### src/rtl/multiword_adder_seq.sv
// Multi-precision adder over LS-first WIDTH-bit word stream; A-B mode under MULTIWORD_ADDER_SUB_EN.
// Latency: one cycle from input accept to registered sum word; one word per cycle sustained.
// Backpressure: single output register, in_ready = !out_valid || out_ready (no bubble).
module multiword_adder_seq #(
    parameter int WIDTH  = 8,
    parameter int NWORDS = 4,
    localparam int BW    = (NWORDS > 1) ? $clog2(NWORDS) : 1
) (
    input  logic             clk,
    input  logic             rst,
    input  logic             in_valid,
    output logic             in_ready,
    input  logic [WIDTH-1:0] in_a,
    input  logic [WIDTH-1:0] in_b,
    input  logic             in_last,
`ifdef MULTIWORD_ADDER_SUB_EN
    input  logic             sub,
`endif
    output logic             out_valid,
    input  logic             out_ready,
    output logic [WIDTH-1:0] out_s,
    output logic             out_last,
    output logic             out_carry,
    output logic [BW-1:0]    out_beat
);

    logic             cy;
    logic [BW-1:0]    beat;
    logic             sub_eff;
    logic             accept;
    logic             eop;
    logic             cin;
    logic [WIDTH-1:0] b_eff;
    logic [WIDTH-1:0] sum;
    logic [WIDTH:0]   rc;

`ifdef MULTIWORD_ADDER_SUB_EN
    logic sub_r;

    // Mode is taken from the first word and frozen for the rest of the operation.
    assign sub_eff = (beat == '0) ? sub : sub_r;
`else
    assign sub_eff = 1'b0;
`endif

    assign in_ready = !out_valid || out_ready;
    assign accept   = in_valid && in_ready;
    assign eop      = in_last || (beat == BW'(NWORDS - 1));
    assign b_eff    = sub_eff ? ~in_b : in_b;
    assign cin      = (beat == '0) ? sub_eff : cy;

    always_comb begin
        rc    = '0;
        sum   = '0;
        rc[0] = cin;
        for (int i = 0; i < WIDTH; i++) begin
            sum[i]  = in_a[i] ^ b_eff[i] ^ rc[i];
            rc[i+1] = (in_a[i] & b_eff[i]) | (rc[i] & (in_a[i] ^ b_eff[i]));
        end
    end

    always_ff @(posedge clk or posedge rst) begin
        if (rst) begin
            out_valid <= 1'b0;
            out_s     <= '0;
            out_last  <= 1'b0;
            out_carry <= 1'b0;
            out_beat  <= '0;
            cy        <= 1'b0;
            beat      <= '0;
`ifdef MULTIWORD_ADDER_SUB_EN
            sub_r     <= 1'b0;
`endif
        end else if (accept) begin
            out_valid <= 1'b1;
            out_s     <= sum;
            out_beat  <= beat;
            if (eop) begin
                out_last  <= 1'b1;
                out_carry <= rc[WIDTH];
                cy        <= 1'b0;
                beat      <= '0;
`ifdef MULTIWORD_ADDER_SUB_EN
                sub_r     <= 1'b0;
`endif
            end else begin
                out_last  <= 1'b0;
                out_carry <= 1'b0;
                cy        <= rc[WIDTH];
                beat      <= beat + BW'(1);
`ifdef MULTIWORD_ADDER_SUB_EN
                sub_r     <= sub_eff;
`endif
            end
        end else if (out_ready) begin
            out_valid <= 1'b0;
        end
    end

endmodule

### config.mk
export PLATFORM = sky130hd
export DESIGN_NAME = multiword_adder_seq
export DESIGN_NICKNAME = d
export VERILOG_FILES = /design/src/rtl/multiword_adder_seq.sv
export SDC_FILE = /design/constraint.sdc
export NUM_CORES = 1
export LEC_CHECK = 0
export CORE_UTILIZATION = 38
export CTS_CLUSTER_DIAMETER = 50
export CTS_CLUSTER_SIZE = 8
export DETAILED_ROUTE_END_ITERATION = 10
export HOLD_SLACK_MARGIN = 0.08
export PLACE_DENSITY_LB_ADDON = 0.12
export SLEW_MARGIN = 20
export SYNTH_ARGS = -nofsm -noshare
export SYNTH_HDL_FRONTEND = slang
export SYNTH_SLANG_ARGS = --single-unit
### constraint.sdc
create_clock -name clk -period 3.8 [get_ports clk]
set_clock_uncertainty 0.1 [all_clocks]
set_input_delay 1.14 -clock clk [delete_from_list [all_inputs] [get_ports clk]]
set_output_delay 1.14 -clock clk [all_outputs]
set_load 0.01 [all_outputs]
# Word-level counts from Yosys, hierarchy flattened

Cells that the tools add are included.

Bits in registers: 16
Logic and storage cells: 62

$add $sub $neg: 1
Eq/ne operators: 1
Muxes and demuxes: 7
Bitwise operators: 40
Reduce and logical (&&, ||, !) cells: 6

Operator list:

| cell                                                          | number |
|---|---|
| 1-bit AND                                                     | 16 |
| 1-bit bitwise XOR                                             | 16 |
| 1-bit OR                                                      | 8 |
| 1-bit 2-to-1 mux                                              | 6 |
| 2-bit by 1-bit adder with 2-bit output, second input constant | 1 |
| 2-bit == test, second input constant                          | 1 |
| 2-bit zero test                                               | 1 |
| 1-bit logical OR                                              | 2 |
| 2-bit 2-to-1 mux                                              | 1 |
| 2-bit nonzero test                                            | 1 |
| 1-bit logical AND                                             | 1 |
| 1-bit zero test                                               | 1 |

# Logic depth before layout (Yosys ltp)

Depth in word-level cells: 19
Depth in mapped cells: 14
Mapped depth without buffers: 14

# Worst setup path before layout

OpenSTA, ideal clock, no wires.

Path type: input port to flip-flop
Start: input port in_a[0]
End: register out_carry
Library setup time: 125 ps
Arrival: 4416 ps
Data required time: 3575 ps
Slack: -842 ps
Stages on the path: 12
Buffers on the path: 0
Cell sequence: inv_1 > fa_1 > inv_1 > fa_1 > fa_1 > fa_1 > fa_1 > fa_1 > fa_1 > fa_1 > nor2b_1 > mux2_4

Cells in the longest elaborated chain, start to end: 18

Ends and longest elaborated chain:

| element                | line | source |
|---|---|---|
| start: declaration     | 13   | `input logic [WIDTH-1:0] in_a,` |
| 1-bit bitwise XOR      | 58   | `rc[i+1] = (in_a[i] & b_eff[i]) \| (rc[i] & (in_a[i] ^ b_eff[i]));` |
| 1-bit AND              | 58   |  |
| 1-bit OR (*)           | 58   |  |
| 1-bit AND (*)          | 58   |  |
| 1-bit OR (*)           | 58   |  |
| 1-bit AND (*)          | 58   |  |
| 1-bit OR (*)           | 58   |  |
| 1-bit AND (*)          | 58   |  |
| [2 not listed]         | -    |  |
| 1-bit OR (*)           | 58   |  |
| 1-bit AND (*)          | 58   |  |
| 1-bit OR (*)           | 58   |  |
| 1-bit AND (*)          | 58   |  |
| 1-bit OR (*)           | 58   |  |
| 1-bit AND (*)          | 58   |  |
| 1-bit OR (*)           | 58   |  |
| 1-bit 2-to-1 mux (*)   | 78   | `if (eop) begin` |
| end signal: assignment | 80   | `out_carry <= rc[WIDTH];` |
| end: declaration       | 23   | `output logic out_carry,` |

Every way passes the cells marked *; elsewhere a longest branch is shown, timed or not.
A chain may end at the register's enable or synchronous reset.

# Final worst setup path

Ends and elaborated chain as after synthesis.

==> metrics.txt <==
Inserted Clock Buffers=3; vias in the first global route=667; top cell type's share of synthesized area=0.456; peak supply drop=0.000203 V; CP Max Fanout=2; clock sinks=16; class of the worst hold path=reg2reg; Fin. Hold Viols=0; switching power=0.000157 W; core region area=0.00219 mm^2; global-route wire length before repair=2770 um; Die ar.=0.00251 mm^2; row count=17; drt first-iter violations=2; I/O Pins=35; Yosys top cell by area=dfrtp_1; unrepaired setup endpoints after global routing=yes; Final Cycle Share=1.12; worst r2r src=beat[0]; synth warn=0; Post-DP Area=0.00130 mm^2; Initial Utilization=0.401; Root Driver=clkbuf_4; Final setup viols=4; GP Congestion=0.702; worst flop-to-flop path endpoint=out_carry; vias=605; Worst-Skew Late Latency=0.28 ns; grt ovf=0; Max Cap Violations=0; Worst Tran Pin Value=0.626 ns; sequential-to-total area share from yosys stat=0.456; n_diodes=0; Via density=4.65; CTS Hold Bufs=0; achievable frequency=234 MHz; Sw Ratio=0.274; Max H-tree Level=1; CTS Buffer Depth=2; TNS Setup=-1.33 ns; finished layout cell area=0.00135 mm^2; Pwr Density=423 mW/mm^2; Worst-path clk slew=0.10 ns; sequential power share=0.406; status=complete, but fails checks; ANT nets after route=0; Slew Viols, Final=0; Slew headroom=0.582; startpoint types=input port; CP Class=in2reg; Final Net Count=134; DP HPWL=1230 um; die width=50.1 um; combinational share of power=0.396; LEAKAGE=0.598 nW; failing checks=setup timing; Avg Cell Area, Syn=14.4 um^2; Int Power=0.000415 W; Netlist cell types=19; Remaining DRCs=0; Fillers=199; Worst Path Arrival=4.35 ns; port bufs=34; Worst EP required=3.88 ns; gr usage total=0.152; R2R depth=14; Mapped Area=878 um^2; Hold Startpoint=out_last; final wirelength=1610 um; Worst Setup SP=in_a[0]; Seq cells post-synth=16; Post-Syn Nets=92; final critical-path required period=4.27 ns; Detailed Routing Iterations Pass 1=4; crit path to=out_carry; CTS tree=built; share of total power in the clock network=0.198; antenna violations before repair=0; Area Overhead vs Synth=53.7%; largest net degree at the start of global routing=17; Mapped Cells=61; share of cells above drive strength 1=0.333; largest cells by area after synthesis=dfrtp_1, fa_1, mux2_4; worst reg2reg setup slack=-0.20 ns; chip height=50.1 um; final worst slack=-0.473 ns; Routed wire per std cell=12.4 um; CP Capture Type=register
metrics by stage:
| step | util | std cells | power (W) | worst slack [ns] | hold WS [ns] |
|---|---|---|---|---|---|
| detailed placement | 0.593 | 125 | 0.000462 | -1.30 | 0.385 |
| global placement | 0.593 | 125 | 0.000457 | -1.27 | 0.379 |
| global route | 0.616 | 130 | 0.000614 | -0.577 | 0.416 |
| CTS | 0.616 | 130 | 0.000583 | -0.623 | 0.408 |
| floorplan | - | 61 | 0.000339 | -0.567 | 0.407 |
| finish | 0.616 | 130 | 0.000572 | -0.473 | 0.405 |
registers in the layout (all words and copies together) (netlist names):
| register | count |
|---|---|
| out_last | 1 |
| out_valid | 1 |
| out_beat | 2 |
| out_carry | 1 |
| out_s | 8 |
| cy | 1 |
| beat | 2 |
how the worst min path moves through the flow:
stage          slack (ns)  cells past startpoint           to
5_1_grt              0.42                      1     out_last
4_1_cts              0.41                      1     out_last
3_3_place_gp         0.38                      1     out_last
6_report             0.40                      1     out_last
3_5_place_dp         0.39                      1     out_last
2_1_floorplan        0.41                      1  out_beat[1]
cells in the mapped netlist:
library cell and number:
o21ai_0 2, nor2_1 1, o21a_1 1, nand2_1 1, mux2_4 6, dfrtp_1 16
inv_1 8, mux2i_1 2, fa_1 8, buf_6 2, nand2b_1 1, nand4_1 2
nand3_1 1, and2_4 1, nor2b_1 1, or2b_1 1, ha_1 2, mux2_2 4
nand2b_4 1
critical path, cell delays in order:
cell     delay, ns
buf_8         0.11
inv_12        0.04
fa_2          0.18
inv_2         0.04
fa_2          0.33
fa_2          0.36
fa_2          0.35
fa_2          0.35
fa_2          0.36
fa_2          0.35
fa_2          0.35
nor2b_1       0.14
mux2_4        0.26
cell type report:
class / count / area (um^2) / area share
sequential: 16 / 400 / 0.297
multi-input combinational: 35 / 445 / 0.330
tap: 28 / 35.0 / 0.0260
clock buffer: 4 / 36.3 / 0.0269
timing repair buffer: 39 / 385 / 0.285
inverter: 8 / 47.5 / 0.0352
cell usage in the layout (no fill, tap or decap), types with 2 or more instances in the layout:
| master | count |
|---|---|
| clkbuf_4 | 3 |
| clkdlybuf4s50_1 | 30 |
| fa_2 | 8 |
| mux2i_1 | 2 |
| buf_6 | 2 |
| nand4_1 | 2 |
| buf_4 | 4 |
| ha_1 | 2 |
| mux2_2 | 4 |
| inv_1 | 5 |
| dfrtp_1 | 16 |
| dlygate4sd2_1 | 2 |
| mux2_4 | 6 |
kinds of logic (layout without fill, tap and decap cells):
kind of cell / count (synthesis) / after routing / share of synthesized area
flops: 16 / 16 / 0.456
buf+inv: 10 / 51 / 0.0598
fa+ha+maj: 10 / 10 / 0.211
compound gates: 3 / 3 / 0.0199
mux: 12 / 12 / 0.177
simple gates: 10 / 10 / 0.0769
layer usage:
| metal | wire (um) | part of all wire | GRT usage |
|---|---|---|---|
| met5 | 0 | 0 | 0 |
| met1 | 655 | 0.41 | 0.183 |
| met2 | 870 | 0.54 | 0.262 |
| met4 | 0 | 0 | 0.0714 |
| met3 | 84 | 0.052 | 0.0216 |
power by group through the flow:
stage | sequential [W] | combinational, W | clock (W)
final | 0.000232 | 0.000226 | 0.000113
after CTS | 0.000233 | 0.000232 | 0.000119
after global routing | 0.000238 | 0.000249 | 0.000126
after detailed placement | 0.000235 | 0.000227 | 0
after global placement | 0.000234 | 0.000222 | 0
after floorplan | 0.000252 | 0.0000871 | 0
what timing repair did:
action | CTS | global route
setup buffers | 2 | 1
pin swaps | 8 | 7
setup endpoints to repair | 5 | 4
gates resized for setup | 18 | 2
No activity file was read; power rests on OpenSTA's default activity.
